### src/rtl/min_max_pkg.sv
// Shared types for the min/max PWM LED bar.
package min_max_pkg;

  // Display mode, encoded exactly as it arrives on com_i.
  typedef enum logic [1:0] {
    COM_NORMAL = 2'b00,
    COM_LINEAR = 2'b01,
    COM_OFF    = 2'b10,
    COM_ON     = 2'b11
  } com_t;

  // Mode loaded into the configuration register while in reset.
  localparam com_t COM_RESET = COM_OFF;

endpackage

### src/rtl/min_max_pwm_gen.sv
// Free-running PWM counter producing the dimming enable for LEDs above the value.
module min_max_pwm_gen #(
  parameter int PWM_BITS = 3,
  parameter int DIM_DUTY = 2
) (
  input  logic clk_i,
  input  logic rst_ni,
  output logic dim_on_o
);

  // One extra bit so a duty of 2**PWM_BITS (always on) is representable.
  localparam logic [PWM_BITS:0] DUTY = (PWM_BITS + 1)'(DIM_DUTY);

  logic [PWM_BITS-1:0] pwm_cnt_reg;

  // Counter wraps naturally from all-ones back to zero.
  always_ff @(posedge clk_i or negedge rst_ni) begin
    if (!rst_ni) pwm_cnt_reg <= '0;
    else         pwm_cnt_reg <= pwm_cnt_reg + PWM_BITS'(1);
  end

  assign dim_on_o = ({1'b0, pwm_cnt_reg} < DUTY);

endmodule

### src/rtl/min_max_pwm.sv
// Clocked min/max LED bar with captured config, PWM dimming, peak-hold marker
// and a config-error flag.
module min_max_pwm
  import min_max_pkg::*;
#(
  parameter int VALSIZE  = 4,
  parameter int PWM_BITS = 3,
  parameter int DIM_DUTY = 2
) (
  input  logic                  clk_i,
  input  logic                  rst_ni,
  input  logic [1:0]            com_i,
  input  logic [VALSIZE-1:0]    min_i,
  input  logic [VALSIZE-1:0]    max_i,
  input  logic [VALSIZE-1:0]    val_i,
  input  logic                  upd_i,
  input  logic                  peak_clr_i,
  output logic [2**VALSIZE-1:0] leds_o,
  output logic                  cfg_err_o
);

  localparam int LEDS = 2**VALSIZE;

  typedef struct packed {
    com_t               com;
    logic [VALSIZE-1:0] min;
    logic [VALSIZE-1:0] max;
    logic [VALSIZE-1:0] val;
  } cfg_t;

  cfg_t               cfg_reg;
  logic [VALSIZE-1:0] peak_reg;
  logic [LEDS-1:0]    leds_reg;
  logic [LEDS-1:0]    leds_next;
  logic               cfg_err_reg;
  logic               cfg_err_next;
  logic               dim_on;
  logic               in_win;
  logic               peak_vis;
  logic [LEDS-1:0]    normal_bits;
  logic [LEDS-1:0]    linear_bits;

  min_max_pwm_gen #(
    .PWM_BITS (PWM_BITS),
    .DIM_DUTY (DIM_DUTY)
  ) u_pwm_gen (
    .clk_i    (clk_i),
    .rst_ni   (rst_ni),
    .dim_on_o (dim_on)
  );

  // Capture the whole configuration only on the update strobe.
  always_ff @(posedge clk_i or negedge rst_ni) begin
    if (!rst_ni) begin
      cfg_reg.com <= COM_RESET;
      cfg_reg.min <= '0;
      cfg_reg.max <= '0;
      cfg_reg.val <= '0;
    end else if (upd_i) begin
      cfg_reg.com <= com_t'(com_i);
      cfg_reg.min <= min_i;
      cfg_reg.max <= max_i;
      cfg_reg.val <= val_i;
    end
  end

  // Peak tracks the captured value (not the raw input); clear wins over tracking.
  always_ff @(posedge clk_i or negedge rst_ni) begin
    if (!rst_ni)                    peak_reg <= '0;
    else if (peak_clr_i)            peak_reg <= '0;
    else if (cfg_reg.val > peak_reg) peak_reg <= cfg_reg.val;
  end

  assign cfg_err_next = (cfg_reg.min > cfg_reg.max);
  assign in_win       = !cfg_err_next && (cfg_reg.val >= cfg_reg.min) && (cfg_reg.val <= cfg_reg.max);
  assign peak_vis     = (peak_reg > cfg_reg.val) && (peak_reg <= cfg_reg.max);

  // Per-LED decode; the index is a VALSIZE-bit constant so the top LED needs no wider compare.
  for (genvar gi = 0; gi < LEDS; gi++) begin : g_led
    localparam logic [VALSIZE-1:0] IDX = VALSIZE'(gi);
    assign normal_bits[gi] = in_win && (IDX >= cfg_reg.min) &&
                             ((IDX <= cfg_reg.val) ||
                              ((IDX <= cfg_reg.max) && (dim_on || (peak_vis && (IDX == peak_reg)))));
    assign linear_bits[gi] = (IDX <= cfg_reg.val);
  end

  // Select the LED pattern for the captured mode.
  always_comb begin
    leds_next = '0;
    case (cfg_reg.com)
      COM_NORMAL: leds_next = normal_bits;
      COM_LINEAR: leds_next = linear_bits;
      COM_OFF:    leds_next = '0;
      COM_ON:     leds_next = '1;
      default:    leds_next = '0;
    endcase
  end

  // Output stage: one cycle behind the config registers.
  always_ff @(posedge clk_i or negedge rst_ni) begin
    if (!rst_ni) begin
      leds_reg    <= '0;
      cfg_err_reg <= 1'b0;
    end else begin
      leds_reg    <= leds_next;
      cfg_err_reg <= cfg_err_next;
    end
  end

  assign leds_o    = leds_reg;
  assign cfg_err_o = cfg_err_reg;

endmodule
### config.mk
export PLATFORM = sky130hd
export DESIGN_NAME = min_max_pwm
export DESIGN_NICKNAME = d
export VERILOG_FILES = /design/src/rtl/min_max_pkg.sv /design/src/rtl/min_max_pwm_gen.sv /design/src/rtl/min_max_pwm.sv
export SDC_FILE = /design/constraint.sdc
export NUM_CORES = 1
export LEC_CHECK = 0
export BUFFER_PORTS_ARGS = -buffer_cell sky130_fd_sc_hd__buf_2
export CORE_MARGIN = 8
export CORE_UTILIZATION = 35
export CTS_BUF_LIST = sky130_fd_sc_hd__clkbuf_16
export CTS_CLUSTER_SIZE = 16
export DETAILED_ROUTE_END_ITERATION = 8
export PLACE_DENSITY = 0.55
export SETUP_SLACK_MARGIN = 0.4
export SYNTH_ARGS = -nofsm -noshare
export SYNTH_HDL_FRONTEND = slang
export SYNTH_SLANG_ARGS = --single-unit
### constraint.sdc
create_clock -name clk_i -period 2.5 [get_ports clk_i]
set_clock_uncertainty 0.05 [all_clocks]
set_input_delay 0.25 -clock clk_i [delete_from_list [all_inputs] [get_ports clk_i]]
set_output_delay 0.25 -clock clk_i [all_outputs]
set_load 0.01 [all_outputs]
==> metrics.md <==
| Metric | Value |
|---|---|
| Rows | `32` |
| Routed len/inst | `20.1 um` |
| Cells after DPL | `448` |
| Max FFs per register | `16` |
| Crit path kind | `reg -> reg` |
| Synthesized instance count | `308` |
| Post-synth ARST share | `100%` |
| RSZ-0062 raised after global routing | `yes` |
| Status | `finished, violations left` |
| Layout area overhead | `38.1%` |
| Mapped Avg Cell Area | `8.74 sq um` |
| Total iterations of the first detailed-routing run | `8` |
| Pwr/cell area | `669 mW/mm^2` |
| Max Root-Sink Buffers | `2` |
| CTS tree | `done` |
| Vias in the first global route | `2,752` |
| Unique masters post-synth | `50` |
| First-pass GRT wire length | `15,000 um` |
| Via Count | `2,843` |
| Total power | `2.49 mW` |
| CTS buffer count | `5` |
| Vias per cell | `5.91` |
| Crit path arrival time | `2.28 ns` |
| Dpl hpwl | `6830 um` |
| Die width | `104 um` |
| Clock latency on the worst-skew pair | `0.29 ns` |
| PortBufs | `34` |
| Placer's final routability congestion estimate | `0.989` |
| Synth Cell Area | `0.00269 sq mm` |
| Max-slew violations | `0` |
| Number of synthesized register bits | `38` |
| Gr usage total | `17.2%` |
| Die H | `104 um` |
| Final Hold Viols | `0` |
| Ratio of cells with drive above 1 in the final layout | `39.6%` |
| Seq/Total Area, Yosys | `35.4%` |
| Hold/Removal Path Class | `in -> async` |
| Max_cap viols | `0` |
| Largest net degree at the start of global routing | `39` |
| Met3 Track Usage GR | `3.10%` |
| Routed WL | `9650 um` |
| Final net count | `417` |
| Final Util | `48.9%` |
| Total grt overflow | `0` |
| Met2 Resource Use GR | `26.4%` |
| Ys Warns | `0` |
| Slew headroom | `39.7%` |
| Setup Viol. Count Final | `0` |
| Fmax | `469 MHz` |
| Crit end category | `flip-flop` |
| Hold Slack | `0.0296 ns` |
| Period minus WS final | `2.13 ns` |
| Leakage | `1.57 nW` |
| Failing checks | `DRC` |
| Initial Util | `35.4%` |
| DRC errors left | `1` |
| CTS Sinks | `38` |
| Met1 Resource Use GR | `23.3%` |
| CTS H-tree lvls | `2` |
| Syn nets | `347` |
| Req. time, crit path | `2.65 ns` |
| Crit path launch type | `flip-flop` |
| Drt first-iter violations | `278` |
| Crit path max fanout | `6` |
| Initial antenna violation count | `0` |
| Peak VDD IR | `0.000284 V` |
| Final ANT Viol Nets | `0` |
| IO Count | `35` |
| Final Non-Filler Cells | `481` |
| Clk slew on worst S/H paths | `0.06 ns` |
| Fill count | `753` |
| Setup TNS | `0 ns` |
| Core area | `0.00761 sq mm` |
| Post-synth EDFFs | `0` |
| Tcrit/Tclk final | `85.4%` |
| Most used flip-flop cell after synthesis | `dfrtp_1` |
| # diodes | `0` |
| Root buffer cell | `clkbuf_16` |
| Die Area | `0.0108 sq mm` |
| Top Usage Layer GRT | `met2` |
| Slew at the pin closest to its max-slew limit | `0.904 ns` |
## placed cells by master (no fill, tap or decap), types with 3 or more instances in the layout
master / count
inv_1: 11
nand4_1: 4
a2111oi_4: 5
buf_4: 39
buf_2: 34
nand2_2: 3
a21oi_1: 28
nand2b_1: 3
a22oi_2: 3
o22ai_1: 4
buf_6: 4
o21ai_0: 26
a31oi_1: 9
o211ai_1: 5
nand2_1: 33
clkbuf_16: 5
a21o_1: 3
and2_1: 4
ha_4: 8
nand4b_1: 3
a31oi_2: 3
dfrtp_1: 30
a41oi_2: 4
a211oi_2: 3
ha_1: 12
dfrtp_2: 7
nor3_1: 8
nand3_1: 12
inv_2: 6
nor2_1: 20
## area by class of cell
cell class | instances | area (sq um) | area share (%)
clock buffers | 5 | 125 | 3.36
multi-input cells | 237 | 1880 | 50.6
well taps | 102 | 128 | 3.43
inverters | 19 | 76.3 | 2.05
repair buffers | 77 | 508 | 13.7
clock inverters | 3 | 40.0 | 1.08
flip-flops and latches | 38 | 961 | 25.8
## layer usage
metal	up-vias	wire [um]
met3	34	832
met5	-	0
met2	165	4390
met4	0	357
met1	1352	4070
li1	1292	-
## path summary, 6_finish.rpt
path                                                from  cells after the start  slack (ns)                       end
worst min-delay path                              rst_ni                      1        0.03                cfg_reg[4]
max in group asynchronous                         rst_ni                      1        1.72                cfg_reg[1]
min in group clk_i                            peak_clr_i                      2        0.10               peak_reg[1]
worst max register to register                cfg_reg[6]                      9        0.37                 leds_o[3]
worst max-delay path                          cfg_reg[6]                      9        0.37                 leds_o[3]
worst min register to register  u_pwm_gen.pwm_cnt_reg[0]                      1        0.37  u_pwm_gen.pwm_cnt_reg[0]
## logic make-up (layout without fill, tap and decap cells)
logic type	count (synthesis)	count (layout)	share of synthesized area [%]
adders and majority gates	21	21	9.76
and+or+nand+nor	104	104	18.9
DFF	38	38	35.4
AOI/OAI and AO/OA	109	110	30.2
xor gates and xnor gates	1	1	0.325
muxes	1	1	0.418
buffers and inverters	34	104	5.06
## report_power, final
part,total (mW),leakage [nW],internal (mW),switching (mW)
logic,1.01,1.01,0.429,0.581
registers,0.747,0.471,0.686,0.0615
clock network,0.730,0.0836,0.467,0.263
## metrics by stage
step / area, sq um / worst slack (ns)
detailed placement: 3090 / 0.216
finish: 3720 / 0.366
CTS: 3460 / 0.384
floorplan: 2740 / 0.406
global route: 3720 / 0.317
global placement: 3090 / 0.268
## worst max-delay path, stage by stage (launching register included)
cell and delay, ns:
dfrtp_1 0.40, inv_4 0.07, buf_4 0.15, ha_1 0.28, and2_2 0.23, o21ai_2 0.10
a32o_2 0.27, buf_6 0.15, nand4b_1 0.12, a41oi_2 0.22
## synth_stat cells, types with 2 or more instances
cell type  number  share of area, %
nor3_1          9               1.7
nand3_1        13               2.4
o22ai_1         4              0.93
dfrtp_1        37                34
a21oi_1        29               5.4
nand4b_1        3              0.98
nand4_1         4              0.93
or2_2           2              0.46
a2111oi_4       3               3.1
inv_1          18               2.5
a21oi_2         2              0.65
and2_1          5               1.2
a211oi_2        2              0.93
nand2b_1        3              0.70
a22oi_2         2              0.93
clkbuf_1       13               1.8
a31oi_1        12               2.8
o21ai_0        27               5.0
a21o_1          3              0.84
a2111oi_2       2               1.1
nand2_1        36               5.0
ha_1           21               9.8
o211ai_1        5               1.4
nor2_1         20               2.8
and4_1          3              0.98
a41oi_1         4               1.3
nand3b_1        2              0.56
o31ai_1         2              0.56
## what timing repair did
item	in CTS	in global routing
resized for setup	24	30
setup endpoints to repair	16	15
hold buffers	0	0
pin swaps	11	18
buffers inserted	11	12
gates cloned	1	1
Note: power is estimated with default switching activity, not from simulation.
